$ cat src/rtl/pipeline_sequencer_pkg.sv
// Shared definitions for the residual-pipeline job sequencer.
//   - seq_state_t   : sequencer FSM states
//   - job_desc_t    : latched job descriptor (ROI base address + tag)
//   - POI_ROWS / POI_COLS / TOTAL_ISSUE : derived constants at default sizing
//   - total_issue() : issue count for an arbitrary sizing
package pipeline_pkg;

    localparam int unsigned DEF_POI_DEPTH    = 4;
    localparam int unsigned DEF_POI_WIDTH    = 4;
    localparam int unsigned DEF_WIN_ROWS     = 32;
    localparam int unsigned DEF_PIPE_LATENCY = 3;
    localparam int unsigned DEF_BASE_W       = 12;
    localparam int unsigned DEF_TAG_W        = 4;

    localparam int unsigned POI_ROWS    = 1 << DEF_POI_DEPTH;
    localparam int unsigned POI_COLS    = 1 << DEF_POI_WIDTH;
    localparam int unsigned TOTAL_ISSUE = POI_ROWS * POI_COLS * DEF_WIN_ROWS;

    typedef enum logic [2:0] {
        StIdle,
        StLoad,
        StRun,
        StDrain,
        StDone
    } seq_state_t;

    typedef struct packed {
        logic [DEF_BASE_W-1:0] base;
        logic [DEF_TAG_W-1:0]  tag;
    } job_desc_t;

    function automatic int unsigned total_issue(input int unsigned depth,
                                                input int unsigned width,
                                                input int unsigned win);
        return (32'd1 << depth) * (32'd1 << width) * win;
    endfunction

endpackage

$ cat src/rtl/pipeline_sequencer_iter_counter.sv
// Three-level nested wrap counter producing the (poi_row, poi_col, w_row) issue tuple.
// w_row is innermost and wraps at WIN_ROWS-1; poi_col and poi_row wrap at their
// power-of-two limits.
// Ports:
//   clk, reset   : clock, synchronous active-high reset
//   clear_i      : zero all three counters (takes priority over en_i)
//   en_i         : advance by one tuple
//   row_o/col_o/w_row_o : current tuple
//   last_o       : current tuple is the final one of the sequence
module iter_counter
    import pipeline_pkg::*;
#(
    parameter int unsigned ROW_W    = DEF_POI_DEPTH,
    parameter int unsigned COL_W    = DEF_POI_WIDTH,
    parameter int unsigned WIN_ROWS = DEF_WIN_ROWS
) (
    input  logic                        clk,
    input  logic                        reset,
    input  logic                        clear_i,
    input  logic                        en_i,
    output logic [ROW_W-1:0]            row_o,
    output logic [COL_W-1:0]            col_o,
    output logic [$clog2(WIN_ROWS)-1:0] w_row_o,
    output logic                        last_o
);

    localparam int unsigned WR_W = $clog2(WIN_ROWS);

    logic [ROW_W-1:0] row_q, row_d;
    logic [COL_W-1:0] col_q, col_d;
    logic [WR_W-1:0]  w_q, w_d;
    logic             w_last, col_last, row_last;

    assign w_last   = (w_q == WR_W'(WIN_ROWS - 1));
    assign col_last = &col_q;
    assign row_last = &row_q;

    always_comb begin
        row_d = row_q;
        col_d = col_q;
        w_d   = w_q;
        if (clear_i) begin
            row_d = '0;
            col_d = '0;
            w_d   = '0;
        end else if (en_i) begin
            if (w_last) begin
                w_d = '0;
                if (col_last) begin
                    col_d = '0;
                    row_d = row_q + ROW_W'(1);   // wraps naturally at 2^ROW_W
                end else begin
                    col_d = col_q + COL_W'(1);
                end
            end else begin
                w_d = w_q + WR_W'(1);
            end
        end
    end

    always_ff @(posedge clk) begin
        if (reset) begin
            row_q <= '0;
            col_q <= '0;
            w_q   <= '0;
        end else begin
            row_q <= row_d;
            col_q <= col_d;
            w_q   <= w_d;
        end
    end

    assign row_o   = row_q;
    assign col_o   = col_q;
    assign w_row_o = w_q;
    assign last_o  = w_last && col_last && row_last;

endmodule

$ cat src/rtl/pipeline_sequencer.sv
// Job-level controller for the 4-stage residual pipeline.
// Accepts job descriptors, issues the full (poi_row, poi_col, w_row) sequence,
// counts writeback retirements, drains, then pulses job_done with the job tag.
// Ports:
//   clk, reset                      : clock, synchronous active-high reset
//   job_valid_i/job_ready_o         : descriptor handshake (job_base_i, job_tag_i)
//   stall_i                         : downstream backpressure
//   retire_i                        : writeback retired one window row
//   pipe_en_o, pipe_clear_o         : pipeline enable / one-cycle flush
//   issue_*_o                       : issue tuple and latched base, qualified by issue_valid_o
//   job_done_o, done_tag_o          : completion pulse and tag
//   busy_o                          : any state but idle
//   err_o                           : sticky, retire seen with nothing outstanding
// The descriptor register uses the package job_desc_t, so BASE_W/TAG_W follow its widths.
module pipeline_sequencer
    import pipeline_pkg::*;
#(
    parameter int unsigned POI_DEPTH    = DEF_POI_DEPTH,
    parameter int unsigned POI_WIDTH    = DEF_POI_WIDTH,
    parameter int unsigned WIN_ROWS     = DEF_WIN_ROWS,
    parameter int unsigned PIPE_LATENCY = DEF_PIPE_LATENCY,
    parameter int unsigned BASE_W       = DEF_BASE_W,
    parameter int unsigned TAG_W        = DEF_TAG_W
) (
    input  logic                        clk,
    input  logic                        reset,
    input  logic                        job_valid_i,
    output logic                        job_ready_o,
    input  logic [BASE_W-1:0]           job_base_i,
    input  logic [TAG_W-1:0]            job_tag_i,
    input  logic                        stall_i,
    input  logic                        retire_i,
    output logic                        pipe_en_o,
    output logic                        pipe_clear_o,
    output logic                        issue_valid_o,
    output logic [BASE_W-1:0]           issue_base_o,
    output logic [POI_DEPTH-1:0]        issue_poi_row_o,
    output logic [POI_WIDTH-1:0]        issue_poi_col_o,
    output logic [$clog2(WIN_ROWS)-1:0] issue_w_row_o,
    output logic                        job_done_o,
    output logic [TAG_W-1:0]            done_tag_o,
    output logic                        busy_o,
    output logic                        err_o
);

    // PIPE_LATENCY is informational: completion is decided by counting retires.
    localparam int unsigned TOTAL = total_issue(POI_DEPTH, POI_WIDTH, WIN_ROWS);
    localparam int unsigned CNT_W = $clog2(TOTAL + 1);

    seq_state_t       state_q;
    job_desc_t        job_q;
    logic [CNT_W-1:0] issued_q, retired_q, retired_d;
    logic             err_q;
    logic             accept, issue, last_tuple, none_outstanding, retire_ok, retire_bad;

    always_comb begin
        job_ready_o   = (state_q == StIdle) || (state_q == StDone);
        pipe_clear_o  = (state_q == StLoad);
        pipe_en_o     = ((state_q == StRun) || (state_q == StDrain)) && !stall_i;
        issue         = (state_q == StRun) && !stall_i;
        issue_valid_o = issue;
        busy_o        = (state_q != StIdle);
        job_done_o    = (state_q == StDone);
        done_tag_o    = job_done_o ? job_q.tag : '0;
        issue_base_o  = job_q.base;
        err_o         = err_q;
    end

    assign accept = job_valid_i && job_ready_o;

    // A retire with nothing outstanding is an error in any state; a legal retire
    // only counts while the pipeline is enabled.
    assign none_outstanding = (issued_q == retired_q);
    assign retire_bad       = retire_i && none_outstanding;
    assign retire_ok        = retire_i && pipe_en_o && !none_outstanding;
    assign retired_d        = retired_q + CNT_W'(retire_ok);

    iter_counter #(
        .ROW_W    (POI_DEPTH),
        .COL_W    (POI_WIDTH),
        .WIN_ROWS (WIN_ROWS)
    ) u_iter (
        .clk     (clk),
        .reset   (reset),
        .clear_i (pipe_clear_o),
        .en_i    (issue),
        .row_o   (issue_poi_row_o),
        .col_o   (issue_poi_col_o),
        .w_row_o (issue_w_row_o),
        .last_o  (last_tuple)
    );

    always_ff @(posedge clk) begin
        if (reset) begin
            state_q   <= StIdle;
            job_q     <= '0;
            issued_q  <= '0;
            retired_q <= '0;
            err_q     <= 1'b0;
        end else begin
            if (retire_bad) begin
                err_q <= 1'b1;
            end
            retired_q <= retired_d;
            if (issue) begin
                issued_q <= issued_q + CNT_W'(1);
            end
            unique case (state_q)
                StIdle: begin
                    if (accept) begin
                        job_q   <= '{base: job_base_i, tag: job_tag_i};
                        state_q <= StLoad;
                    end
                end
                StLoad: begin
                    issued_q  <= '0;
                    retired_q <= '0;
                    state_q   <= StRun;
                end
                StRun: begin
                    if (issue && last_tuple) begin
                        state_q <= StDrain;
                    end
                end
                StDrain: begin
                    // Look at the next-state count so done follows the final retire directly.
                    if (retired_d == CNT_W'(TOTAL)) begin
                        state_q <= StDone;
                    end
                end
                StDone: begin
                    if (accept) begin
                        job_q   <= '{base: job_base_i, tag: job_tag_i};
                        state_q <= StLoad;
                    end else begin
                        state_q <= StIdle;
                    end
                end
                default: state_q <= StIdle;
            endcase
        end
    end

endmodule

$ cat config.mk
export PLATFORM = sky130hd
export DESIGN_NAME = pipeline_sequencer
export DESIGN_NICKNAME = d
export VERILOG_FILES = /design/src/rtl/pipeline_sequencer_pkg.sv /design/src/rtl/pipeline_sequencer_iter_counter.sv /design/src/rtl/pipeline_sequencer.sv
export SDC_FILE = /design/constraint.sdc
export NUM_CORES = 1
export LEC_CHECK = 0
export ABC_AREA = 1
export BUFFER_PORTS_ARGS = -buffer_cell sky130_fd_sc_hd__buf_4
export CORE_MARGIN = 2
export CORE_UTILIZATION = 25
export DETAILED_ROUTE_END_ITERATION = 12
export PLACE_DENSITY_LB_ADDON = 0.12
export SLEW_MARGIN = 15
export SYNTH_ARGS = -nofsm -noshare
export SYNTH_HDL_FRONTEND = slang
export SYNTH_SLANG_ARGS = --single-unit
$ cat constraint.sdc
create_clock -name clk -period 3.12 [get_ports clk]
set_input_delay 0.468 -clock clk [delete_from_list [all_inputs] [get_ports clk]]
set_output_delay 0.468 -clock clk [all_outputs]
set_load 0.01 [all_outputs]
# Word level (Yosys, flattened, before mapping)
# Cells that the tools add are included.
dict set report totals {
  ff_bits 61
  latchBits 0
  mem_bits_rw 0
  rom_bits 0
  out_inout_bits 36
  wordCells 55
  memories 0
}
dict set report classes {
  add_sub_neg 5
  mul 0
  div 0
  n_lt_le_gt_ge 0
  eq_ne 10
  shifts 0
  muxes 8
  bitwise_logic 0
  n_reduce_logical 23
}
# cell n
set op_table {}
lappend op_table {{$pmux W3 S5} 1}
lappend op_table {{$add A14 B1 Y14} 1}
lappend op_table {{$add A14 B1 Y14 const B} 1}
lappend op_table {{$eq A14 B14 Y1} 1}
lappend op_table {{$eq A14 B14 Y1 const B} 1}
lappend op_table {{$logic_and A1 B1 Y1} 9}
lappend op_table {{$mux W3} 3}
lappend op_table {{$add A4 B1 Y4 const B} 2}
lappend op_table {{$mux W4} 2}
lappend op_table {{$reduce_and A4 Y1} 2}
lappend op_table {{$eq A3 B2 Y1 const B} 2}
lappend op_table {{$reduce_and A6 Y1} 1}
lappend op_table {{$add A5 B1 Y5 const B} 1}
lappend op_table {{$eq A5 B5 Y1 const B} 1}
lappend op_table {{$mux W5} 1}
lappend op_table {{$ne A2 B1 Y1 const B} 2}
lappend op_table {{$reduce_and A2 Y1} 2}
lappend op_table {{$reduce_or A2 Y1} 2}
lappend op_table {{$eq A3 B1 Y1 const B} 1}
lappend op_table {{$eq A3 B3 Y1 const B} 1}
lappend op_table {{$logic_not A3 Y1} 1}
lappend op_table {{$reduce_and A3 Y1} 1}
lappend op_table {{$reduce_bool A3 Y1} 1}
lappend op_table {{$logic_not A1 Y1} 2}
lappend op_table {{3 further kinds} 4}

# Longest topological paths before layout
# Gate-level depths: netlist of the first run.
dict set report depth {
  word_depth 9
  ltp_mapped 21
  ltp_nobuf 21
}

# Modules after synthesis
# From an unflattened synthesis of the first run, not the netlist that was laid out.
dict set report hier_totals {
  cells_unflattened 467
  hier_area_um2 3164.3
}
# mod n_inst cells_per_inst area_per_inst_um2 seq_area_each_um2
set by_module_without_submodules {}
lappend by_module_without_submodules {pipeline_sequencer 1 371 2471.1 960.9}
lappend by_module_without_submodules {iter_counter 1 96 693.2 260.2}

# Worst setup path after synthesis of the first run
# OpenSTA, ideal clock, no wires.
dict set report synth_path {
  kind {flip-flop to flip-flop}
  startpoint {register retired_q[13]}
  endpoint {register state_q[1]}
  setup_time_ns 0.109
  arrival_ns 2.202
  required_time_ns 3.011
  path_slack_ns 0.809
  stages_incl_launch_ff 22
  n_path_buf 0
  path_cell_list {dfxtp_1 > inv_1 > or2_2 > nand3_1 > nor3_1 > and2_1 > nor2_1 > ha_1 > ha_1 > nand2_1 > nor2_2 > nand2_1 > nand2_1 > nand2_1 > nor2_1 > nand2_1 > nor2_1 > nand3_1 > nand2_1 > nand3_1 > nand2_1 > inv_1}
}
dict set report synth_between {
  elab_chain_cells 7
}
# element line_no
set synth_rtl {}
lappend synth_rtl {{start, declared} pipeline_sequencer.sv:52} ;# logic [CNT_W-1:0] issued_q, retired_q, retired_d;
lappend synth_rtl {{start signal, assigned} pipeline_sequencer.sv:104} ;# retired_q <= retired_d;
lappend synth_rtl {{$eq A14 B14 Y1} pipeline_sequencer.sv:73} ;# assign none_outstanding = (issued_q == retired_q);
lappend synth_rtl {{$logic_not A1 Y1} pipeline_sequencer.sv:75} ;# assign retire_ok = retire_i && pipe_en_o && !none_outstanding;
lappend synth_rtl {{$logic_and A1 B1 Y1} pipeline_sequencer.sv:75}
lappend synth_rtl {{$add A14 B1 Y14 (*)} pipeline_sequencer.sv:76} ;# assign retired_d = retired_q + CNT_W'(retire_ok);
lappend synth_rtl {{$eq A14 B14 Y1 (*)} pipeline_sequencer.sv:127} ;# if (retired_d == CNT_W'(TOTAL)) begin
lappend synth_rtl {{$ne A2 B1 Y1 (no line) (*)} -}
lappend synth_rtl {{$reduce_and A3 Y1 (no line) (*)} -}
lappend synth_rtl {{end signal, assigned} pipeline_sequencer.sv:128} ;# state_q <= StDone;
lappend synth_rtl {{end signal, assigned} pipeline_sequencer.sv:134} ;# state_q <= StLoad;
lappend synth_rtl {{end signal, assigned} pipeline_sequencer.sv:136} ;# state_q <= StIdle;
lappend synth_rtl {{end, declared} pipeline_sequencer.sv:50} ;# seq_state_t state_q;
# Every way passes the cells marked *; elsewhere a longest branch is shown, timed or not.
# A chain may end at the register's enable or synchronous reset.

# Final worst setup path of the first run
dict set report layout_path {
  startpoint {register retired_q[10]}
  endpoint {register state_q[0]}
}
# Same word-level chain as after synthesis.

==> results of run 1 <==
## critical path, delay by kind of cell, from the launching register on
family                   cells  cell delay (ns)
AND/OR/NAND/NOR             15             1.51
flip-flops                   1             0.43
AO/OA/AOI/OAI                1             0.07
buffers and inverters        2             0.15
adder cells (fa/ha/maj)      2             0.43
## Yosys cell counts, types with 2 or more instances
cell type,count,area (µm²)
nor3b_1,2,15.0
o21ai_0,29,145
buf_4,12,90.1
o21a_1,3,22.5
nand2_1,86,323
a211oi_1,2,15.0
xor2_1,4,35.0
ha_1,7,87.6
nand2_2,3,18.8
nand3_1,24,120
nor2_1,78,293
nand4_1,9,56.3
nor3_4,2,32.5
clkbuf_1,5,18.8
buf_1,2,7.51
dfxtp_1,61,1220
o21ai_1,3,15.0
nor3_1,10,50.1
nand2_4,2,22.5
nor2_2,2,12.5
a21oi_1,27,135
nor2_4,2,22.5
inv_1,59,221
xnor2_1,5,43.8
## state kept, by name, summed over array words and instances (netlist names)
name and flops:
state_q 3, err_o 1, retired_q 14, job_q 4, u_iter.row_o 4, issue_base_o 12, u_iter.w_row_o 5, u_iter.col_o 4
issued_q 14
## logic make-up after synthesis
group | share of synthesized area, %
AND/OR/NAND/NOR | 33.0
buffers and inverters | 11.2
AO/OA/AOI/OAI | 11.0
XOR/XNOR | 2.54
flip-flops | 39.4
adder cells (fa/ha/maj) | 2.83
## layer usage
metal | track usage (%) | vias to the layer above | part of all wire, %
met5 | 0 | - | 0
met4 | 4.58 | 0 | 1.5
met3 | 3.64 | 10 | 4.9
met2 | 19.4 | 61 | 42
met1 | 16.9 | 1268 | 51
li1 | - | 1518 | -
## cell type report
class | instances | area [µm²]
fill | 1299 | 8140
multi-input combinational | 307 | 1530
sequential | 61 | 1220
timing repair buffer | 59 | 443
clock buffer | 14 | 264
inverter | 60 | 225
tap | 168 | 210
clock inverter | 1 | 30.0
## final timing paths
check	endpoint	slack, ns
worst min-delay path	state_q[2]$_SDFFE_PP0P_	0.32
worst max register to register	state_q[0]$_SDFFE_PP0P_	0.45
worst max-delay path	state_q[0]$_SDFFE_PP0P_	0.45
worst min register to register	err_o$_SDFFE_PP0P_	0.44
## power by group through the flow
stage	combinational, mW	sequential, mW	clock, mW
after floorplan	0.429	0.924	0
after global placement	0.624	0.933	0
after detailed placement	0.623	0.933	0
after CTS	0.626	0.917	1.03
after global routing	0.698	0.925	1.07
final	0.614	0.917	0.996
## per-stage QoR
step / instance area (µm²) / std cells / hold WS, ns
after floorplan: 3100 / 448 / 0.430
final: 3920 / 670 / 0.324
after global routing: 3920 / 670 / 0.323
after global placement: 3630 / 655 / 0.439
after detailed placement: 3630 / 655 / 0.445
after CTS: 3920 / 670 / 0.311
==> flow_summary.json, run 1 <==
{
  "status": "completed",
  "wire_per_inst_um": 11.7,
  "fin_crit_sh_pct": 85.7,
  "critPathMaxFanout": 5,
  "synth_warnings": 0,
  "p_leak_nw": 1.66,
  "htreeDepth": 3,
  "pwr-share-clk_pct": 39.4,
  "synth_cells": 448,
  "die_w_um": 115,
  "critPathLaunchType": "flip-flop",
  "worst_setup_path_end_kind": "flip-flop",
  "power_density_nw_per_um2": 644,
  "drt_iter0_drc": 193,
  "hold_depth": 2,
  "synth_edf_count": 0,
  "die_area_um2": 13300,
  "synth.net_count": 476,
  "seqPwrFrac_pct": 36.3,
  "fin_ws_ns": 0.446,
  "clock_path_buffers": 2,
  "cts_tree": "built",
  "setup-tns-final_ns": 0,
  "power.total_mw": 2.53,
  "fin_util_pct": 32.5,
  "ctsHoldBuffers": 0,
  "synth_ff_type": "dfxtp_1",
  "cts_inserted_buffers": 9,
  "maxSlewHeadroom_pct": 61.6,
  "path_cells": "inv_1 -> nand2_1 -> nand4_1 -> nor3_1 -> and2_1 -> nor2_1 -> ha_1 -> ha_1 -> nand3_1 -> nor2_1 -> nand2_1 -> nand2_1 -> nor2_1 -> nand2_1 -> nor2_1 -> nand3_1 -> nand2_1 -> o21ai_1 -> nand2_1 -> inv_1",
  "insertedDiodeCount": 0,
  "dpl_worst_slack_ns": 0.456,
  "clk_latency_ns": 0.33,
  "start_util_pct": 25.7,
  "cts_setup_buffers": 0,
  "ys_types": 33,
  "synthArstFlopShare_pct": 0,
  "finalHoldViolations": 0,
  "cts_resized": 0,
  "peakVddDrop_v": 0.000245,
  "grtUsageTotal_pct": 12.6,
  "comb_power_share_pct": 24.3,
  "syn_area_um2": 3100,
  "slowest_delay_ns": 0.43,
  "crit_top_cell": "nand2_1",
  "swShare_pct": 30.3,
  "core-area_um2": 12100,
  "die_h_um": 115,
  "drv_cap": 0,
  "area_delta_synth_final_pct": 26.7,
  "grt_max_degree": 23,
  "regToRegStartpoint": "retired_q[10]$_SDFF_PP0_",
  "p_switching_mw": 0.765,
  "std_cell_rows": 40,
  "critPathLaunch": "retired_q[10]$_SDFF_PP0_",
  "setup_viol": 0,
  "grt_pass1_wl_um": 13100,
  "p_int_mw": 1.76,
  "nets": 526,
  "via_count": 2857,
  "ant_nets": 0,
  "crit_arrival_ns": 2.90,
  "dr.pass1.iters": 4,
  "gp_congestion": 0.748,
  "routed_wl_um": 7830,
  "final_common_cell": "nand2_1",
  "clkTransAtPathRegs_ns": 0.05,
  "avgSynthCellArea_um2": 6.92,
  "portBuffers": 56,
  "drive_gt1_share_pct": 17.5,
  "finClkSkew_ns": 0.00399,
  "drc": 0,
  "overflow": 0,
  "final_max_slew_viol_count": 0,
  "tightest_slew_ns": 0.574,
  "grt_pass1_vias": 2724,
  "final_cell_mix": "nand2_1, nor2_1, dfxtp_1",
  "cts.sinks": 61,
  "min_from": "reset",
  "hold_path_class": "input port to flip-flop",
  "synth-seq-cells": 61,
  "rsz0062_at_grt": "false",
  "root_buffer": "clkbuf_16",
  "crit_type": "flip-flop to flip-flop",
  "hpwlAfterDp_um": 5920,
  "antenna_found_initial": 0,
  "io_pins": 57,
  "cp_data_required_time_ns": 3.34,
  "ff2ff_path_depth": 20,
  "fmax_mhz": 374,
  "drt-vias-per-instance": 4.26,
  "period_minus_slack_ns": 2.67,
  "ys_seq_area_share_pct": 39.4,
  "critPathSlowestCell": "dfxtp_1"
}
Power figures use the tool's default switching activity.
==> run 2: changes to the inputs <==
--- a/config.mk
+++ b/config.mk
@@ -11,6 +11,7 @@
 export CORE_UTILIZATION = 25
 export DETAILED_ROUTE_END_ITERATION = 12
 export PLACE_DENSITY_LB_ADDON = 0.12
+export RECOVER_POWER = 50
 export SLEW_MARGIN = 15
 export SYNTH_ARGS = -nofsm -noshare
 export SYNTH_HDL_FRONTEND = slang
==> run 2 against run 1 <==
Power is 2.7% lower. Sequential share of layout area is 1.1 points higher. Count of clock-buffer cells in the layout stayed put. Combinational power is 11% lower. Clock power hardly changed. Sequential power hardly changed. Critical endpoint unchanged. Largest cell class unchanged. Highest routed layer unchanged.
==> flow_summary.json, run 2 (synthesis gave the netlist of run 1 again) <==
{
  "ctsHoldBuffers": 0,
  "dr.pass1.iters": 4,
  "fin_crit_sh_pct": 86.8,
  "area_delta_synth_final_pct": 22.3,
  "ant_nets": 0,
  "core-area_um2": 12100,
  "portBuffers": 56,
  "wl_met2_um": 3310,
  "hold_path_class": "input port to flip-flop",
  "nets": 526,
  "maxSlewHeadroom_pct": 21.1,
  "io_pins": 57,
  "die_area_um2": 13300,
  "antenna_found_initial": 0,
  "grt_pass1_wl_um": 13100,
  "die_h_um": 115,
  "cts.sinks": 61,
  "routed_wl_um": 7860,
  "cts_inserted_buffers": 9,
  "finalHoldViolations": 0,
  "ff2ff_path_depth": 20,
  "fmax_mhz": 369,
  "cts_tree": "built",
  "p_leak_nw": 1.51,
  "insertedDiodeCount": 0,
  "drv_cap": 0,
  "tightest_slew_ns": 1.18,
  "drive_gt1_share_pct": 10.8,
  "grtUsageTotal_pct": 12.6,
  "fill_cells": 1331,
  "cp_data_required_time_ns": 3.34,
  "clkTransAtPathRegs_ns": 0.05,
  "setup-tns-final_ns": 0,
  "gp_congestion": 0.748,
  "cts_setup_buffers": 0,
  "power_density_nw_per_um2": 649,
  "met3_length_um": 370,
  "wire_per_inst_um": 11.7,
  "status": "completed",
  "grt_max_degree": 23,
  "final_common_cell": "nand2_1",
  "fin_util_pct": 31.4,
  "std_cell_rows": 40,
  "drt-vias-per-instance": 4.24,
  "cts_resized": 0,
  "drc": 0,
  "start_util_pct": 25.7,
  "finClkSkew_ns": 0.00399,
  "rsz0062_at_grt": "false",
  "hold_depth": 2,
  "root_buffer": "clkbuf_16",
  "crit_arrival_ns": 2.93,
  "clock_path_buffers": 2,
  "route.top_layer_used": "met4",
  "period_minus_slack_ns": 2.71,
  "clk_latency_ns": 0.33,
  "hpwlAfterDp_um": 5920,
  "via_count": 2840,
  "crit_type": "flip-flop to flip-flop",
  "overflow": 0,
  "critPathMaxFanout": 5,
  "final_cell_mix": "nand2_1, nor2_1, dfxtp_1",
  "worst_setup_path_end_kind": "flip-flop",
  "critPathLaunchType": "flip-flop",
  "peakVddDrop_v": 0.000246,
  "wl_met1_um": 4060,
  "grt_pass1_vias": 2724,
  "htreeDepth": 3,
  "setup_viol": 0,
  "drt_iter0_drc": 161,
  "final_max_slew_viol_count": 0,
  "die_w_um": 115
}
==> run 2: changes by cell type in the layout (fill, tap and decap cells not counted), sizes merged <==
cell	change
buf	-32
clkbuf	+32
==> run 2: per-layer routing <==
| layer | vias to the layer above | track usage [%] |
|---|---|---|
| met5 | - | 0 |
| met4 | 0 | 4.58 |
| met3 | 10 | 3.64 |
| met2 | 55 | 19.4 |
| met1 | 1259 | 16.9 |
| li1 | 1516 | - |
==> run 2: worst paths after layout <==
path	slack, ns	to	startpoint
setup / recovery	0.41	state_q[0]$_SDFFE_PP0P_	retired_q[10]$_SDFF_PP0_
hold / removal	0.33	state_q[2]$_SDFFE_PP0P_	reset
setup reg to reg	0.41	state_q[0]$_SDFFE_PP0P_	retired_q[10]$_SDFF_PP0_
hold reg to reg	0.44	err_o$_SDFFE_PP0P_	err_o$_SDFFE_PP0P_
==> run 2: power by group <==
part,switching [mW],internal (mW)
combinational,0.370,0.176
sequential,0.0528,0.863
clock,0.337,0.658
total,0.760,1.70
==> run 2: cell type report <==
cell class	count	area, µm²	share of cell area (%)
multi-input combinational	307	1520	40.0
sequential	61	1220	32.2
timing repair buffer	59	323	8.52
clock buffer	14	264	6.97
inverter	60	225	5.94
tap	168	210	5.55
clock inverter	1	30.0	0.792
==> run 2: through the flow <==
step	setup WS [ns]	power, mW	hold slack (ns)	instance area (µm²)	cells
after floorplan	0.809	1.35	0.430	3100	448
after global placement	0.476	1.56	0.439	3630	655
after detailed placement	0.456	1.56	0.445	3630	655
after CTS	0.417	2.57	0.311	3920	670
after global routing	0.0472	2.62	0.323	3790	670
final	0.413	2.46	0.325	3790	670
==> run 2: worst max-delay path: stages, from the launching register on <==
cell and delay (ns):
dfxtp_1 0.43, inv_1 0.11, nand2_1 0.07, nand4_1 0.11, nor3_1 0.23, and2_0 0.22
nor2_1 0.06, ha_1 0.21, ha_1 0.22, nand3_1 0.13, nor2_1 0.08, nand2_1 0.08
nand2_1 0.05, nor2_1 0.12, nand2_1 0.06, nor2_1 0.08, nand3_1 0.08, nand2_1 0.11
o21ai_1 0.07, nand2_1 0.05, inv_1 0.04
==> run 3: changes to the inputs <==
--- a/config.mk
+++ b/config.mk
@@ -6,7 +6,7 @@
 export NUM_CORES = 1
 export LEC_CHECK = 0
 export ABC_AREA = 1
-export BUFFER_PORTS_ARGS = -buffer_cell sky130_fd_sc_hd__buf_4
+export BUFFER_PORTS_ARGS = -buffer_cell sky130_fd_sc_hd__buf_2
 export CORE_MARGIN = 2
 export CORE_UTILIZATION = 25
 export DETAILED_ROUTE_END_ITERATION = 12
==> run 3 against run 2 <==
Clock skew is essentially flat. Die area is the same. Design area shrank 1.8%. Via count shrank 0.95%. Sequential power shrank 0.4%. Sequential share of layout area grew 0.58 points. Clock power is essentially flat. Largest cell class unchanged. Fmax shrank 1.2%. Final cell count is the same. Global-route usage shrank 0.25 points. Utilization shrank 0.56 points. Non-clock buffer count is the same.
==> flow_summary.json, run 3 (synthesis gave the netlist of run 1 again) <==
{
  "hpwlAfterDp_um": 5870,
  "drv_cap": 0,
  "dpl_worst_slack_ns": 0.453,
  "slowest_delay_ns": 1.10,
  "antenna_found_initial": 0,
  "comb_power_share_pct": 21.8,
  "die_area_um2": 13300,
  "core-area_um2": 12100,
  "min_from": "reset",
  "io_pins": 57,
  "critPathLaunchType": "flip-flop",
  "power_density_nw_per_um2": 656,
  "htreeDepth": 3,
  "worst_setup_path_end_kind": "output pin",
  "clk_latency_ns": 0.33,
  "cts_setup_buffers": 0,
  "final_cell_mix": "nand2_1, nor2_1, dfxtp_1",
  "p_int_mw": 1.68,
  "fin_crit_sh_pct": 87.9,
  "grt_pass1_vias": 2636,
  "fin_ws_ns": 0.379,
  "power.total_mw": 2.44,
  "insertedDiodeCount": 0,
  "die_w_um": 115,
  "crit_arrival_ns": 2.27,
  "cts.sinks": 61,
  "critPathLaunch": "state_q[2]$_SDFFE_PP0P_",
  "routed_wl_um": 7620,
  "tightest_slew_ns": 1.44,
  "drt-vias-per-instance": 4.20,
  "portBuffers": 56,
  "multi_input_area_um2": 1500,
  "fill_cells": 1364,
  "critPathMaxFanout": 9,
  "pwr-share-clk_pct": 40.8,
  "ctsHoldBuffers": 0,
  "peakVddDrop_v": 0.000248,
  "clock_path_buffers": 2,
  "top_usage_layer": "met2",
  "fmax_mhz": 365,
  "die_h_um": 115,
  "seqPwrFrac_pct": 37.4,
  "globalRouteMet3Util_pct": 3.48,
  "maxSlewHeadroom_pct": 3.28,
  "drc": 0,
  "path_cells": "inv_1 -> nand2_1 -> nor3_1 -> buf_2",
  "ant_nets": 0,
  "grtUsageTotal_pct": 12.4,
  "period_minus_slack_ns": 2.74,
  "final_max_slew_viol_count": 0,
  "area_delta_synth_final_pct": 20.2,
  "drive_gt1_share_pct": 11.2,
  "p_switching_mw": 0.757,
  "met2_usage_pct": 18.4,
  "root_buffer": "clkbuf_16",
  "std_cell_rows": 40,
  "via_count": 2813,
  "cts_resized": 0,
  "finClkSkew_ns": 0.00404,
  "cts_tree": "built",
  "cp_data_required_time_ns": 2.65,
  "status": "completed",
  "rsz0062_at_grt": "false",
  "grt_max_degree": 22,
  "critPathSlowestCell": "nor3_1",
  "grtUsageMet1_pct": 17.0,
  "overflow": 0,
  "p_leak_nw": 1.52,
  "nets": 526,
  "wire_per_inst_um": 11.4,
  "start_util_pct": 25.7,
  "crit_type": "flip-flop to output pin",
  "regToRegStartpoint": "retired_q[8]$_SDFF_PP0_",
  "hold_path_class": "input port to flip-flop",
  "clkTransAtPathRegs_ns": 0.05,
  "cts_inserted_buffers": 9,
  "setup-tns-final_ns": 0,
  "grt_pass1_wl_um": 12800,
  "final_common_cell": "nand2_1",
  "drt_iter0_drc": 133,
  "setup_viol": 0,
  "dr.pass1.iters": 6,
  "regArea_um2": 1220,
  "gp_congestion": 0.783,
  "swShare_pct": 31.0,
  "finalHoldViolations": 0
}
==> run 3: layout make-up <==
class                           instances  area share, %
Sequential cell                        61           32.8
Multi-Input combinational cell        307           40.3
Tap cell                              168           5.65
Clock inverter                          4           1.28
Inverter                               60           6.05
Clock buffer                           11           6.79
Timing Repair Buffer                   59           7.16
==> run 3: metal layers <==
metal  vias up  routed length (µm)
met3        10                 432
met1      1219                3930
li1       1521                   -
met2        63                3120
met5         -                   0
met4         0                 139
==> run 3: power groups by stage <==
stage               combinational [mW]  clock (mW)  sequential, mW
floorplan                        0.429           0           0.924
global placement                 0.571           0           0.930
detailed placement               0.566           0           0.931
CTS                              0.568        1.03           0.915
global route                     0.620        1.07           0.920
finish                           0.532       0.997           0.912
==> run 3: worst paths after layout <==
kind | to | depth (start not counted) | slack [ns]
max | issue_valid_o | 4 | 0.38
min | err_o$_SDFFE_PP0P_ | 2 | 0.34
max reg2reg | state_q[0]$_SDFFE_PP0P_ | 20 | 0.42
min reg2reg | job_q[1]$_SDFFE_PP0P_ | 2 | 0.45
==> run 3: worst max-delay path, delay by kind of cell, from the launching register on <==
kind | cells | cell delay [ns]
buffers and inverters | 2 | 0.41
flip-flops | 1 | 0.33
AND/OR/NAND/NOR | 2 | 1.21
==> run 3: through the flow <==
| step | hold WS [ns] | util [%] | cell area [µm²] | instances |
|---|---|---|---|---|
| after detailed placement | 0.452 | 28.9 | 3490 | 655 |
| final | 0.341 | 30.9 | 3720 | 670 |
| after floorplan | 0.430 | - | 3100 | 448 |
| after CTS | 0.328 | 31.4 | 3790 | 670 |
| after global placement | 0.441 | 28.9 | 3490 | 655 |
| after global routing | 0.343 | 30.9 | 3720 | 670 |
